[src/rtl/tinyalu_stim_gen_if.sv]
// TinyALU bus between the stimulus generator (master) and the ALU (slave).
// Handshake: the master raises start with stable A/B/op and holds it until done=1; result is valid only in a cycle with done=1.
interface tinyalu_stim_gen_if #(
  parameter int unsigned DATA_W = 8
);
  logic [DATA_W-1:0]   A;
  logic [DATA_W-1:0]   B;
  logic [2:0]          op;
  logic                start;
  logic                done;
  logic [2*DATA_W-1:0] result;

  modport master (output A, B, op, start, input done, result);
  modport slave  (input A, B, op, start, output done, result);
endinterface

[src/rtl/tinyalu_stim_gen.sv]
// Constrained-random TinyALU bus master: LFSR-driven operands and opcodes, start/done handshake,
// built-in result predictor with transaction, mismatch and timeout accounting.
module tinyalu_stim_gen #(
  parameter int unsigned DATA_W    = 8,
  parameter int unsigned NUM_TXN   = 1000,
  parameter logic [31:0] SEED      = 32'hACE1,
  parameter bit          CORNER_EN = 1'b1,
  parameter int unsigned TIMEOUT   = 64
) (
  input  logic                clk,
  input  logic                reset,
  input  logic                enable,
  tinyalu_stim_gen_if.master  alu,
  output logic                busy,
  output logic                finished,
  output logic [31:0]         txn_count,
  output logic [15:0]         err_count,
  output logic                timeout_err,
  output logic [2:0]          state_dbg
);

  typedef enum logic [2:0] {
    S_IDLE  = 3'd0,
    S_GEN_A = 3'd1,
    S_GEN_B = 3'd2,
    S_DRIVE = 3'd3,
    S_WAIT  = 3'd4,
    S_NEXT  = 3'd5,
    S_FIN   = 3'd6
  } state_e;

  localparam logic [31:0] TAPS      = 32'h8020_0003;
  localparam logic [31:0] SEED_EFF  = (SEED == 32'd0) ? 32'd1 : SEED;
  localparam logic [31:0] NUM_TXN_W = 32'(NUM_TXN);
  localparam int unsigned WC_W      = $clog2(TIMEOUT + 2);
  localparam logic [WC_W-1:0] TIMEOUT_C = WC_W'(TIMEOUT);

  localparam logic [2:0] OP_NOP = 3'b000;
  localparam logic [2:0] OP_ADD = 3'b001;
  localparam logic [2:0] OP_AND = 3'b010;
  localparam logic [2:0] OP_XOR = 3'b011;
  localparam logic [2:0] OP_MUL = 3'b100;

  state_e              state, state_nxt;
  logic [31:0]         lfsr, lfsr_nxt;
  logic [1:0]          sel_b;
  logic [DATA_W-1:0]   a_q, b_q;
  logic [2:0]          op_q;
  logic [WC_W-1:0]     wait_cnt;
  logic [2*DATA_W-1:0] expected;
  logic [31:0]         txn_q;
  logic [15:0]         err_q;
  logic                to_q;

  logic lfsr_adv, load_a, load_b, txn_inc, err_inc, to_set, wait_clr, wait_inc;

  function automatic logic [2:0] map_op(input logic [2:0] choice);
    case (choice)
      3'b001, 3'b110: map_op = OP_ADD;
      3'b010:         map_op = OP_AND;
      3'b011, 3'b111: map_op = OP_XOR;
      3'b100:         map_op = OP_MUL;
      default:        map_op = OP_NOP;
    endcase
  endfunction

  // Selector 00/11 pins the operand to a corner value when corners are enabled.
  function automatic logic [DATA_W-1:0] pick_operand(input logic [1:0] sel,
                                                     input logic [DATA_W-1:0] raw);
    if (CORNER_EN && (sel == 2'b00))      pick_operand = '0;
    else if (CORNER_EN && (sel == 2'b11)) pick_operand = '1;
    else                                  pick_operand = raw;
  endfunction

  assign lfsr_nxt = lfsr[0] ? ((lfsr >> 1) ^ TAPS) : (lfsr >> 1);

  always_comb begin
    expected = '0;
    case (op_q)
      OP_ADD:  expected = {{DATA_W{1'b0}}, a_q} + {{DATA_W{1'b0}}, b_q};
      OP_AND:  expected = {{DATA_W{1'b0}}, a_q & b_q};
      OP_XOR:  expected = {{DATA_W{1'b0}}, a_q ^ b_q};
      OP_MUL:  expected = {{DATA_W{1'b0}}, a_q} * {{DATA_W{1'b0}}, b_q};
      default: expected = '0;
    endcase
  end

  always_ff @(posedge clk) begin
    if (reset) state <= S_IDLE;
    else       state <= state_nxt;
  end

  always_comb begin
    state_nxt = state;
    lfsr_adv  = 1'b0;
    load_a    = 1'b0;
    load_b    = 1'b0;
    txn_inc   = 1'b0;
    err_inc   = 1'b0;
    to_set    = 1'b0;
    wait_clr  = 1'b0;
    wait_inc  = 1'b0;
    case (state)
      S_IDLE: begin
        if (enable && (txn_q < NUM_TXN_W)) state_nxt = S_GEN_A;
      end
      S_GEN_A: begin
        lfsr_adv  = 1'b1;
        load_a    = 1'b1;
        state_nxt = S_GEN_B;
      end
      S_GEN_B: begin
        lfsr_adv  = 1'b1;
        load_b    = 1'b1;
        state_nxt = S_DRIVE;
      end
      S_DRIVE: begin
        // wait_cnt counts start-high cycles already completed; DRIVE is the first.
        wait_clr  = 1'b1;
        state_nxt = (op_q == OP_NOP) ? S_NEXT : S_WAIT;
      end
      S_WAIT: begin
        if (alu.done) begin
          err_inc   = (alu.result != expected);
          state_nxt = S_NEXT;
        end else if ((wait_cnt + WC_W'(1)) >= TIMEOUT_C) begin
          to_set    = 1'b1;
          err_inc   = 1'b1;
          state_nxt = S_NEXT;
        end else begin
          wait_inc = 1'b1;
        end
      end
      S_NEXT: begin
        txn_inc = 1'b1;
        if ((txn_q + 32'd1) == NUM_TXN_W) state_nxt = S_FIN;
        else if (enable)                  state_nxt = S_GEN_A;
        else                              state_nxt = S_IDLE;
      end
      S_FIN:   state_nxt = S_FIN;
      default: state_nxt = S_IDLE;
    endcase
  end

  always_ff @(posedge clk) begin
    if (reset) begin
      lfsr     <= SEED_EFF;
      sel_b    <= 2'b00;
      a_q      <= '0;
      b_q      <= '0;
      op_q     <= OP_NOP;
      wait_cnt <= '0;
      txn_q    <= '0;
      err_q    <= '0;
      to_q     <= 1'b0;
    end else begin
      if (lfsr_adv) lfsr <= lfsr_nxt;
      if (load_a) begin
        op_q  <= map_op(lfsr[2:0]);
        sel_b <= lfsr[6:5];
        a_q   <= pick_operand(lfsr[4:3], lfsr[7 +: DATA_W]);
      end
      if (load_b) b_q <= pick_operand(sel_b, lfsr[0 +: DATA_W]);
      if (wait_clr)      wait_cnt <= WC_W'(1);
      else if (wait_inc) wait_cnt <= wait_cnt + WC_W'(1);
      if (txn_inc) txn_q <= txn_q + 32'd1;
      if (err_inc && (err_q != 16'hFFFF)) err_q <= err_q + 16'd1;
      if (to_set) to_q <= 1'b1;
    end
  end

  assign alu.A       = a_q;
  assign alu.B       = b_q;
  assign alu.op      = op_q;
  assign alu.start   = (state == S_DRIVE) || (state == S_WAIT);
  assign busy        = (state != S_IDLE) && (state != S_FIN);
  assign finished    = (state == S_FIN);
  assign txn_count   = txn_q;
  assign err_count   = err_q;
  assign timeout_err = to_q;
  assign state_dbg   = state;

endmodule

[src/flat_wrapper.sv]
// flat-port wrapper written by rule: the top's interface ports become plain ports
module tinyalu_stim_gen_flat 
#(
  parameter int unsigned DATA_W    = 8,
  parameter int unsigned NUM_TXN   = 1000,
  parameter logic [31:0] SEED      = 32'hACE1,
  parameter bit          CORNER_EN = 1'b1,
  parameter int unsigned TIMEOUT   = 64
)
  (clk, reset, enable, busy, finished, txn_count, err_count, timeout_err, state_dbg, alu_A, alu_B, alu_op, alu_start, alu_done, alu_result);
  tinyalu_stim_gen_if #(.DATA_W(DATA_W)) alu_i ();
  input  logic clk;
  input  logic reset;
  input  logic enable;
  output logic busy;
  output logic finished;
  output logic [31:0] txn_count;
  output logic [15:0] err_count;
  output logic timeout_err;
  output logic [2:0] state_dbg;
  output wire logic [$bits(alu_i.A)-1:0] alu_A;
  output wire logic [$bits(alu_i.B)-1:0] alu_B;
  output wire logic [$bits(alu_i.op)-1:0] alu_op;
  output wire logic [$bits(alu_i.start)-1:0] alu_start;
  input wire logic [$bits(alu_i.done)-1:0] alu_done;
  input wire logic [$bits(alu_i.result)-1:0] alu_result;
  assign alu_A = alu_i.A;
  assign alu_B = alu_i.B;
  assign alu_op = alu_i.op;
  assign alu_start = alu_i.start;
  assign alu_i.done = alu_done;
  assign alu_i.result = alu_result;
  tinyalu_stim_gen #(.DATA_W(DATA_W), .NUM_TXN(NUM_TXN), .SEED(SEED), .CORNER_EN(CORNER_EN), .TIMEOUT(TIMEOUT)) u_core (.clk(clk), .reset(reset), .enable(enable), .alu(alu_i), .busy(busy), .finished(finished), .txn_count(txn_count), .err_count(err_count), .timeout_err(timeout_err), .state_dbg(state_dbg));
endmodule
[config.mk]
export PLATFORM = sky130hd
export DESIGN_NAME = tinyalu_stim_gen_flat
export DESIGN_NICKNAME = d
export VERILOG_FILES = /design/src/rtl/tinyalu_stim_gen_if.sv /design/src/rtl/tinyalu_stim_gen.sv /design/src/flat_wrapper.sv
export SDC_FILE = /design/constraint.sdc
export NUM_CORES = 1
export LEC_CHECK = 0
export CAP_MARGIN = 20
export CORE_MARGIN = 10
export CORE_UTILIZATION = 60
export CTS_CLUSTER_DIAMETER = 40
export CTS_CLUSTER_SIZE = 14
export DETAILED_ROUTE_END_ITERATION = 7
export PLACE_DENSITY = 0.81
export SLEW_MARGIN = 20
export SYNTH_ARGS = -nofsm -noshare
export SYNTH_HDL_FRONTEND = slang
export SYNTH_SLANG_ARGS = --single-unit
[constraint.sdc]
create_clock -name clk -period 11.1 [get_ports clk]
set_clock_uncertainty 0.15 [all_clocks]
set_input_delay 2.775 -clock clk [delete_from_list [all_inputs] [get_ports clk]]
set_output_delay 2.775 -clock clk [all_outputs]
set_load 0.03 [all_outputs]
==> Word level (Yosys, flattened, before mapping) <==
Cells that the tools add are included.
{ "classes": {"add_sub_neg": 4, "mul": 1, "magnitude_cmp": 2, "eq_ne": 24, "mux": 29, "n_bitwise": 3, "n_reduce_logical": 15} }
{ "op_table": {"columns": ["op", "n"], "rows": [
  ["$pmux W16 S4", 1],
  ["$add A32 B1 Y32 const B", 1],
  ["$eq A32 B10 Y1 const B", 1],
  ["$lt A32 B10 Y1 const B", 1],
  ["$mux W32", 1],
  ["$mux W8", 4],
  ["$eq A3 B3 Y1 const B", 7],
  ["$pmux W3 S7", 1],
  ["$eq A3 B2 Y1 const B", 6],
  ["$mux W1", 17],
  ["$add A16 B1 Y16 const B", 1],
  ["$mul A8 B8 Y16", 1],
  ["$ne A16 B16 Y1", 1],
  ["$ne A16 B16 Y1 const B", 1],
  ["$mux W3", 4],
  ["$pmux W3 S4", 1],
  ["$add A8 B8 Y9", 1],
  ["$eq A3 B1 Y1 const B", 3],
  ["$and A8 B8 Y8", 1],
  ["$reduce_or A2 Y1", 4],
  ["$xor A8 B8 Y8", 1],
  ["$add A7 B1 Y7 const B", 1],
  ["$ge A7 B7 Y1 const B", 1],
  ["$logic_not A3 Y1", 2],
  ["11 further kinds", 15]
]} }
{ "totals": {"ff_bits": 112, "in_bits": 20, "out_inout_bits": 74, "word_cells": 89} }

==> Logic depth before layout (Yosys ltp) <==
Gate-level depths: netlist of run 1.
{ "logic_depth": {"depth_word": 7, "ltp_mapped": 20, "ltp_nobuf": 20} }

==> Worst setup path after synthesis of run 1 <==
No wires, ideal clock.
{ "synth_path": {"path_kind": "flip-flop to flip-flop", "start": "register u_core.a_q[3] (netlist: u_core.alu.A[3])", "end": "register u_core.err_q[8] (netlist: u_core.err_count[8])", "setup_ns": 0.123, "t_arrival_ns": 5.908, "required_ns": 10.827, "path_slack_ns": 4.918, "path_stages_with_launch": 21, "synth_period_minus_slack_ns": 6.182, "cell_sequence": "dfxtp_1 -> ha_1 -> inv_1 -> fa_1 -> inv_1 -> fa_1 -> inv_1 -> fa_1 -> fa_1 -> inv_1 -> ha_1 -> nand2_1 -> o31ai_2 -> xnor2_1 -> nor2_1 -> or3_2 -> a2111o_1 -> o41ai_4 -> nor3_1 -> nand3_1 -> mux2_1"} }
{ "synth_via": {"elab_chain_len": 6, "elab_cells_between_ends": 9} }
{ "synth_rtl": {"columns": ["element", "line_no", "text"], "rows": [
  ["start, declared", "tinyalu_stim_gen.sv:47", "logic [DATA_W-1:0] a_q, b_q;"],
  ["start signal, assigned", "tinyalu_stim_gen.sv:161", "a_q <= pick_operand(lfsr[4:3], lfsr[7 +: DATA_W]);"],
  ["$mul A8 B8 Y16, or another cell as far along", "tinyalu_stim_gen.sv:83", "OP_MUL: expected = {{DATA_W{1'b0}}, a_q} * {{DATA_W{1'b0}}, b_q};"],
  ["$pmux W16 S4 *", "tinyalu_stim_gen.sv:79", "case (op_q)"],
  ["$ne A16 B16 Y1 *", "tinyalu_stim_gen.sv:124", "err_inc = (alu.result != expected);"],
  ["$mux W1 *", "tinyalu_stim_gen.sv:123", "if (alu.done) begin"],
  ["$mux W1 *", "tinyalu_stim_gen.sv:103", "case (state)"],
  ["$logic_and A1 B1 Y1 *", "tinyalu_stim_gen.sv:167", "if (err_inc && (err_q != 16'hFFFF)) err_q <= err_q + 16'd1;"],
  ["end signal, assigned", "tinyalu_stim_gen.sv:167", null],
  ["end, declared", "tinyalu_stim_gen.sv:52", "logic [15:0] err_q;"]
]} }
Mark *: on every way between the ends. The rest lies on a longest branch, timed or not.
A chain may end at the register's enable or synchronous reset.

==> Worst setup path after layout of run 1 <==
Same ends and word-level chain as after synthesis.

==> run metrics, run 1 <==
Post-Route WL=between 20 and 25 mm; Worst slew margin=34.6%; Overall Power=1300 uW; power density over the cells=133 nW/um2; min Tclk post-route=6530 ps; vias in the first global route=approximately 7200; CP startpoint kind=flop; syn avg cell area=7.93 um2; antenna violations before repair=0; # IOs=94; remaining global-route overflow=0; # Post-CTS Setup Buffers=0; Total GRT Usage=21.3%; chip height=139 um; register area share after synthesis=26.5%; remaining antenna violation count=0; DRT iter0 DRCs=between 500 and 600; status=complete, no violations; Detailed Routing Iterations Pass 1=5; Static Leak=0.00373 uW; Max-Cap Viols=0; switching part of the total=37.2%; unrepaired setup endpoints after global routing=no; net count after synthesis=about 1200; r2r startpoint=u_core.alu.A[3]; Reg area=2240 um2; Die ar.=a little under 20000 um2; critical setup path kind=flop to flop; largest net degree at the start of global routing=around 120; worst-margin pin slew=slightly below 1000 ps; port bufs=between 90 and 100; post-synthesis cell type count=73; Worst Path Required=11200 ps; layout cells sized above 1=roughly 4.2%; final layout net count=about 1200; min-delay src=u_core.lfsr[19]; wire per inst=16.3 um; Avg Vias per Cell=5.85; Final Wtd Congestion=~0.93; global-route wire length before repair=35.2 mm; Final Setup Violations=0; CTS tree=done; peak supply drop=approximately 0.000084 V; EDFF count, synth=0; CP startpoint=u_core.alu.A[3]; switching pwr=484 uW; worst path arrival time=6630 ps; Root Driver=clkbuf_16; max-slew violations=0; Combinational Power Share=32.2%; clock slew at reported path FFs=70 ps; core area=between 10000 and 15000 um2; PostCTS Resize Cnt=0; row cnt=43; critical path fanouts, max=10; Multi-input gate area=~5700 um2; Syn Inst Count=1069; FMAX=between 150 and 200 MHz; Mapped Area=8480 um2; YS warnings=0; DRC violations left=0; H-tree Lvls=3; Post-CTS Hold Fix Bufs=0; TritonCTS Buffers=9; Post-synth top flop=dfxtp_1; internal power component=818 uW; diode count=0; final hold violation count=0; setup TNS=0 ps; Skew-Pair Late Insertion Delay=360 ps; die width=between 100 and 150 um; async set-reset flop share out of synthesis=0%; Area Overhead vs Synth=15.3%; CP Capture Type=flop; Seq pwr share=39.8%; Initial Util=61.1%; via count=7678; Fillers=1141; Detail Placement HPWL=around 16 mm; Yosys reg bits=112; CTS Buffer Depth=2; worst hold path class=flop to flop; period utilization=58.9%; Clk pwr share=28.0%; clock sinks=112
[per-layer routing]
layer  track usage [%]  routed length, um  vias up
met5                 0                  0        -
li1                  -                  -     3802
met4              6.59                325        0
met1              27.2               9630     3623
met3              4.11               1190       31
met2              35.4              10300      222
[flip-flops by register name, summed over array words and instances, names as in the netlist]
| register | cells |
|---|---|
| u_core.lfsr | 32 |
| u_core.txn_count | 32 |
| u_core.alu.A | 8 |
| u_core.timeout_err | 1 |
| u_core.alu.B | 8 |
| u_core.wait_cnt | 7 |
| u_core.state_dbg | 3 |
| u_core.alu.op | 3 |
| u_core.err_count | 16 |
| u_core.sel_b | 2 |
[synthesized netlist by cell type, types with 5 or more instances]
cell type	instances	area (um2)
a211oi_1	11	82.6
a21o_1	6	45.0
a21oi_1	57	285
a311oi_1	19	166
a31oi_1	8	50.1
and2_1	40	250
and3_1	12	75.1
clkbuf_1	39	146
dfxtp_1	112	2240
fa_1	37	741
ha_1	50	626
inv_1	69	259
mux2_2	5	56.3
mux2i_1	10	100
nand2_1	154	578
nand2b_1	10	62.6
nand3_1	24	120
nand3b_1	11	82.6
nand4_1	21	131
nor2_1	113	424
nor2b_1	17	106
nor3_1	23	115
nor3b_1	5	37.5
nor4_1	11	68.8
o211ai_1	8	60.1
o21ai_0	38	190
or2_2	7	43.8
or3_1	10	62.6
xnor2_1	32	280
xor2_1	32	280
[power groups by stage]
stage,clock network [uW],registers (uW),logic [uW]
finish,365,518,419
global placement,0,523,402
detailed placement,0,526,415
floorplan,0,522,290
CTS,370,517,418
global route,384,529,465
[layout by cell type (no fill, tap or decap), drive strengths merged, types with 5 or more instances in the layout]
cell / n
o21ai: 40
nor3: 23
a211oi: 13
nand3: 24
xnor2: 32
inv: 73
fa: 37
o211ai: 8
ha: 50
or3: 13
buf: 5
nand2: 154
xor2: 32
mux2i: 10
clkdlybuf4s50: 92
a21oi: 57
mux2: 9
nor3b: 5
nor2: 114
nand4: 21
nand3b: 11
nor4: 11
and2: 41
or2: 7
nand2b: 10
a311oi: 19
nor2b: 17
dfxtp: 112
a31oi: 8
and3: 13
clkbuf: 10
a21o: 6
[final cells by class]
cell class	count	share of cell area, %
sequential	112	22.9
clock inverter	6	0.973
clock buffer	10	2.45
tap	180	2.30
multi-input combinational	839	58.8
inverter	69	2.65
timing repair buffer	97	9.92
[critical path, stage by stage (launching register included)]
cell and delay, ps:
dfxtp_1 520, ha_1 350, inv_1 110, fa_1 430
inv_1 90, fa_1 380, inv_1 80, fa_1 430
fa_1 550, inv_1 50, ha_1 340, nand2_1 80
o31ai_2 390, xnor2_1 180, nor2_1 60, or3_2 460
a2111o_1 460, o41ai_4 620, nor3_1 190, nand3_1 160
mux2_1 320
[stage by stage]
stage | setup WS [ps] | hold WS, ps | cells | area, um2 | util, %
final | 4570 | 305 | 1313 | 9770 | 70.4
after global routing | 4140 | 331 | 1313 | 9770 | 70.4
after CTS | 4600 | 306 | 1312 | 9760 | 70.3
after detailed placement | 4620 | 295 | 1296 | 9430 | 67.9
after global placement | 4770 | 290 | 1294 | 9410 | 67.8
after floorplan | 4920 | 282 | 1069 | 8480 | -
[worst paths after layout]
check | slack (ps) | cells past startpoint | endpoint
worst min register to register | 310 | 2 | u_core.lfsr[19]
worst max-delay path | 4570 | 20 | u_core.err_count[8]
worst max register to register | 4570 | 20 | u_core.err_count[8]
worst min-delay path | 310 | 2 | u_core.lfsr[19]
[cells by family (layout without fill, tap and decap cells)]
kind of cell	Yosys count	count (layout)	share of synthesized area, %
xor gates and xnor gates	64	64	6.61
AOI/OAI and AO/OA	191	191	15.1
DFF	112	112	26.5
adders and majority gates	87	87	16.1
and+or+nand+nor	478	478	27.5
muxes	19	19	2.38
buffers and inverters	118	182	5.82
Power figures use the tool's default switching activity.
==> inputs of run 2 (changes only) <==
--- a/config.mk
+++ b/config.mk
@@ -7,11 +7,11 @@
 export LEC_CHECK = 0
 export CAP_MARGIN = 20
 export CORE_MARGIN = 10
-export CORE_UTILIZATION = 60
+export CORE_UTILIZATION = 52
 export CTS_CLUSTER_DIAMETER = 40
 export CTS_CLUSTER_SIZE = 14
 export DETAILED_ROUTE_END_ITERATION = 7
-export PLACE_DENSITY = 0.81
+export PLACE_DENSITY = 0.74
 export SLEW_MARGIN = 20
 export SYNTH_ARGS = -nofsm -noshare
 export SYNTH_HDL_FRONTEND = slang
==> constraint.sdc (replaced) <==
create_clock -name clk -period 5.8 [get_ports clk]
set_clock_uncertainty 0.15 [all_clocks]
set_input_delay 1.45 -clock clk [delete_from_list [all_inputs] [get_ports clk]]
set_output_delay 1.45 -clock clk [all_outputs]
set_load 0.03 [all_outputs]
==> run 2 against run 1 <==
Sequential share of layout area down 0.57 points. Core utilization down 6.4 points. Critical path type unchanged. Clock power up 69%. Non-clock buffer count up 27. Total power up 92%. Fmax up 16%. Worst hold slack worse by 3.1 ps. Cell count up 4.7%. Highest routed layer unchanged. Register-to-register slack worse by 4400 ps.
==> run metrics, run 2 (synthesis results as in run 1) <==
status=complete, no violations; final cell count without fillers=1375; remaining global-route overflow=0; via count=around 7700; Skew-Pair Late Insertion Delay=350 ps; final core utilization=64.0%; largest net degree at the start of global routing=~120; Fillers=around 1400; Root Driver=clkbuf_16; final hold violation count=0; wire per inst=16.3 um; Avg Vias per Cell=5.62; peak supply drop=0.000166 V; Final Setup Violations=0; Max-Cap Viols=0; min Tclk post-route=5630 ps; Post-Place Cells=1350; Initial Util=53.2%; CP Capture Type=flop; Die ar.=21800 um2; Worst slew margin=approximately 34%; Area Overhead vs Synth=20.4%; row cnt=46; max-slew violations=0; Static Leak=0.00384 uW; DRC violations left=0; switching pwr=933 uW; crit-path cells=ha_4 > fa_1 > inv_1 > fa_1 > fa_1 > fa_1 > inv_1 > ha_4 > o211ai_1 > o21a_2 > a2111o_1 > o211ai_1 > xor2_1 > a2111o_1 > o41ai_4 > buf_4 > nor3_1 > nand3_1 > mux2_1; most frequent cells in the layout=nand2_1 (154), nor2_1 (110), dfxtp_1 (99); diode count=0; Worst path top cell family by delay=adder cells; # IOs=94; critical path fanouts, max=7; commonest non-fill, non-tap cell in the layout=nand2_1; remaining antenna violation count=0; CTS tree=done; switching part of the total=between 30% and 40%; critical setup path kind=flop to flop; period utilization=between 90% and 100%; worst hold path class=flop to flop; Total GRT Usage=19.7%; chip height=148 um; power density over the cells=between 200 and 250 nW/um2; antenna violations before repair=0; Crit-path slowest cell=fa_1; FMAX=178 MHz; core area=15900 um2; layout cells sized above 1=9.66%; global-route wire length before repair=36.4 mm; vias in the first global route=approximately 7300; Detailed Routing Iterations Pass 1=5; cell mode on critical path=fa_1; clock sinks=112; Final Wtd Congestion=between 0.9 and 1; worst path arrival time=5720 ps; H-tree Lvls=3; clock slew at reported path FFs=around 70 ps; Worst Path Required=5890 ps; WP buf/inv=3; Clk pwr share=24.7%; Seq pwr share=39.4%; Detail Placement HPWL=16.7 mm; CTS Buffer Depth=2; port bufs=93; DRT iter0 DRCs=578; worst-margin pin slew=around 980 ps; internal power component=1560 uW; Post-Route WL=22.4 mm; final layout net count=1262; TritonCTS Buffers=9; Combinational Power Share=between 30% and 40%; Slowest Stage Delay on Critical Path=550 ps; CP startpoint kind=flop; die width=148 um
==> run 2: cell types whose count changed in the layout (fill, tap and decap cells not counted), moves of 3 or more <==
cell / change
fa_1: -3
dfxtp_1: -13
dfxtp_2: +3
inv_6: -3
ha_1: -10
fa_2: +3
buf_4: +27
ha_4: +9
dfxtp_4: +10
==> run 2: what timing repair did <==
item,in CTS,in global routing
buffers inserted,2,8
hold buffers,0,0
endpoints found under the setup margin,4,14
resized for setup,1,41
pin swaps,2,23
==> run 2: per-stage QoR <==
stage | cell area (um2) | hold WS, ps | setup WS [ps] | setup TNS (ps) | power [uW]
4_1_cts | 9950 | 305 | 6.02 | 0 | 2450
5_1_grt | 10200 | 332 | -21.8 | -22.2 | 2660
3_3_place_gp | 9630 | 289 | 30.6 | 0 | 1820
3_5_place_dp | 9640 | 297 | -47.7 | -80.7 | 1840
6_report | 10200 | 302 | 167 | 0 | 2500
2_1_floorplan | 8510 | 282 | 6.13 | 0 | 1560
==> run 2: power by group through the flow <==
stage                     Sequential, uW  Combinational [uW]  Clock [uW]
after floorplan                     1000                 557           0
after global placement               990                 827           0
after detailed placement             997                 839           0
after CTS                            980                 843         628
after global routing                1000                 997         663
final                                985                 896         616
==> run 2: path summary, 6_finish.rpt <==
path,startpoint,end,slack [ps],cells past startpoint
setup / recovery,u_core.alu.A[4],u_core.err_count[8],170,19
hold / removal,u_core.lfsr[24],u_core.lfsr[24],300,2
setup reg to reg,u_core.alu.A[4],u_core.err_count[8],170,19
hold reg to reg,u_core.lfsr[24],u_core.lfsr[24],300,2
==> run 2: metal layers <==
layer / global-route usage, % / share of wire, %
met5: 0 / 0
met4: 6.24 / 1.7
met3: 3.82 / 5.4
met2: 32.5 / 48
met1: 25.5 / 45
==> run 2: cell type report <==
class	count	area (um2)	area share, %
clock inverter	5	57.6	0.564
timing repair buffer	124	1170	11.4
inverter	69	259	2.54
multi-input combinational	839	5940	58.2
sequential	112	2280	22.4
tap	216	270	2.65
clock buffer	10	229	2.24
==> run 2: worst reg2reg max path: cells and delay by family, from the launching register on <==
kind	cells	cell delay, ps
fa+ha+maj	6	2430
compound gates	6	1570
flops	1	380
mux	1	320
buf+inv	3	290
simple gates	2	230
xor+xnor	1	140
==> inputs of run 3 (changes only) <==
--- a/config.mk
+++ b/config.mk
@@ -5,13 +5,13 @@
 export SDC_FILE = /design/constraint.sdc
 export NUM_CORES = 1
 export LEC_CHECK = 0
-export CAP_MARGIN = 20
+export ABC_AREA = 1
 export CORE_MARGIN = 10
-export CORE_UTILIZATION = 52
+export CORE_UTILIZATION = 53
 export CTS_CLUSTER_DIAMETER = 40
 export CTS_CLUSTER_SIZE = 14
 export DETAILED_ROUTE_END_ITERATION = 7
-export PLACE_DENSITY = 0.74
+export PLACE_DENSITY = 0.75
 export SLEW_MARGIN = 20
 export SYNTH_ARGS = -nofsm -noshare
 export SYNTH_HDL_FRONTEND = slang
==> run 3 against run 2 <==
Design area up 2.5%. Non-clock buffer count down 21. Combinational power down 1%. Sequential share of layout area down 0.91 points. Cell count up 26%. Critical path depth up 6. Critical path type unchanged. Critical endpoint is now u_core.err_count[1]. Highest routed layer unchanged.
==> run metrics, run 3 <==
Area Overhead vs Synth=15.1%; dpl cell area=10200 um2; setup TNS=0 ps; H-tree Lvls=3; clock sinks=112; r2r worst-path depth=25; syn avg cell area=6.28 um2; die width=between 150 and 200 um; worst-margin pin slew=822 ps; Initial Util=54.4%; unrepaired setup endpoints after global routing=no; TritonCTS Buffers=9; global-route wire length before repair=40.5 mm; net count after synthesis=1554; Die ar.=22800 um2; critical path fanouts, max=30; most frequent cells in the layout=nand2_1 (349), inv_1 (297), nor2_1 (161); CTS Buffer Depth=2; status=complete, no violations; Detailed Routing Iterations Pass 1=6; remaining antenna violation count=0; Static Leak=around 0.0053 uW; register area share after synthesis=~25%; Worst slew margin=45.2%; PostCTS Resize Cnt=0; # Post-CTS Setup Buffers=0; worst hold path class=flop to flop; max-slew violations=0; Fillers=1620; remaining global-route overflow=0; Yosys reg bits=112; top-count cell post-synth=nand2_1; largest net degree at the start of global routing=56; final layout net count=around 1600; CP startpoint kind=flop; diode count=0; worst path arrival time=5380 ps; core area=16700 um2; Overall Power=2570 uW; Hold Path Depth=2; Post-synth top cells=nand2_1 (349), inv_1 (297), nor2_1 (161), dfxtp_1 (112), nand3_1 (95); period utilization=90.2%; Worst Path Required=5950 ps; chip height=151 um; layout cells sized above 1=2.84%; final instance area=between 10000 and 15000 um2; Detail Placement HPWL=18.1 mm; FMAX=between 150 and 200 MHz; Avg Vias per Cell=5.24; post-synthesis cell type count=39; Post-CTS Hold Fix Bufs=0; min-delay src=u_core.wait_cnt[4]; port bufs=93; via count=9105; row cnt=47; reg2reg setup slack=570 ps; end of the worst hold path=u_core.wait_cnt[4]; Total GRT Usage=21.4%; EDFF count, synth=0; vias in the first global route=8608; Post-synth top flop=dfxtp_1; DRT iter0 DRCs=roughly 750; antenna violations before repair=0; final hold violation count=0; min Tclk post-route=5230 ps; DRC violations left=0; Yosys top cell by area=dfxtp_1; Post-Route WL=23.6 mm; # IOs=94; smallest hold slack=301 ps; CTS tree=done; final core utilization=62.6%; Max-Cap Viols=0; Syn Inst Count=1447; peak supply drop=0.000220 V; wire per inst=13.6 um; Worst R2R End=u_core.err_count[1]; CP Capture Type=flop; Final Wtd Congestion=0.926; Root Driver=clkbuf_16; r2r startpoint=u_core.alu.B[4]; share of the synthesized area in the top cell type=between 20% and 30%; Skew-Pair Late Insertion Delay=360 ps; Mapped Area=9090 um2; power density over the cells=approximately 250 nW/um2; commonest non-fill, non-tap cell in the layout=nand2_1; Final Setup Violations=0; critical setup path kind=flop to flop; async set-reset flop share out of synthesis=0%; YS warnings=0; clock slew at reported path FFs=80 ps; Synth area leaders=dfxtp_1 (25%), nand2_1 (14%), inv_1 (12%)
run 3: cell count changes after synthesis, sizes merged, moves of 12 or more:
cell	previous run	this run
nand3	24	98
nor2b	17	0
and3	13	1
xor2	32	20
a22oi	2	16
inv	69	300
or3	13	0
nor2	114	165
a311oi	19	2
nand2	154	351
xnor2	32	3
nand4	21	43
and2	41	0
o21ai	40	70
run 3: worst max-delay path: stages (launching register included):
cell and delay [ps]:
dfxtp_1 620, ha_1 320, fa_1 410, inv_1 80, fa_1 430, fa_1 530
fa_1 550, inv_1 40, ha_1 340, nand2_1 80, nand2_1 60, inv_1 100
nand2_1 60, nand2_1 70, nand3_1 60, nand2_1 60, nand3_1 70, or2_2 280
nand3_1 80, nor2_1 40, nand2_1 60, buf_4 290, nand3_2 120, nand2_1 110
clkinv_1 60, nor2_1 90
run 3: worst max path at each step:
stage | end | cells past startpoint | startpoint | slack (ps)
after detailed placement | u_core.err_count[1] | 30 | u_core.alu.A[3] | 450
after global routing | u_core.err_count[2] | 30 | u_core.alu.A[3] | 120
after CTS | u_core.err_count[1] | 30 | u_core.alu.A[3] | 400
after floorplan | u_core.err_count[1] | 25 | u_core.alu.A[1] | 890
final | u_core.err_count[1] | 25 | u_core.alu.B[4] | 570
after global placement | u_core.err_count[1] | 30 | u_core.alu.A[3] | 470
run 3: layout make-up:
class	instances	area, um2	area share (%)
clock inverters	6	66.3	0.634
repair buffers	103	1000	9.57
inverters	305	1140	10.9
flip-flops and latches	112	2240	21.5
clock buffers	9	225	2.15
well taps	220	275	2.63
multi-input cells	981	5500	52.6
run 3: cell families (layout without fill, tap and decap cells):
group	Yosys count	count (layout)	synth area share, %
buf+inv	354	423	14.8
compound gates	168	168	10.1
fa+ha+maj	87	87	15.0
xor+xnor	23	23	2.22
simple gates	703	703	33.2
flops	112	112	24.7
run 3: metal layers:
metal  GRT usage [%]  wire length (um)
met1            28.9             11000
met3            4.98              1660
met2            33.7             10600
met5               0                 0
met4            5.25               384
run 3: stage by stage:
stage / std cells / setup slack, ps
after floorplan: 1447 / 886
after global placement: 1721 / 469
after detailed placement: 1721 / 448
after CTS: 1736 / 400
after global routing: 1736 / 119
final: 1736 / 569
run 3: report_power, final:
| part | internal [uW] | total [uW] | switching (uW) |
|---|---|---|---|
| clock network | 336 | 628 | 291 |
| registers | 922 | 1060 | 138 |
| logic | 294 | 886 | 592 |
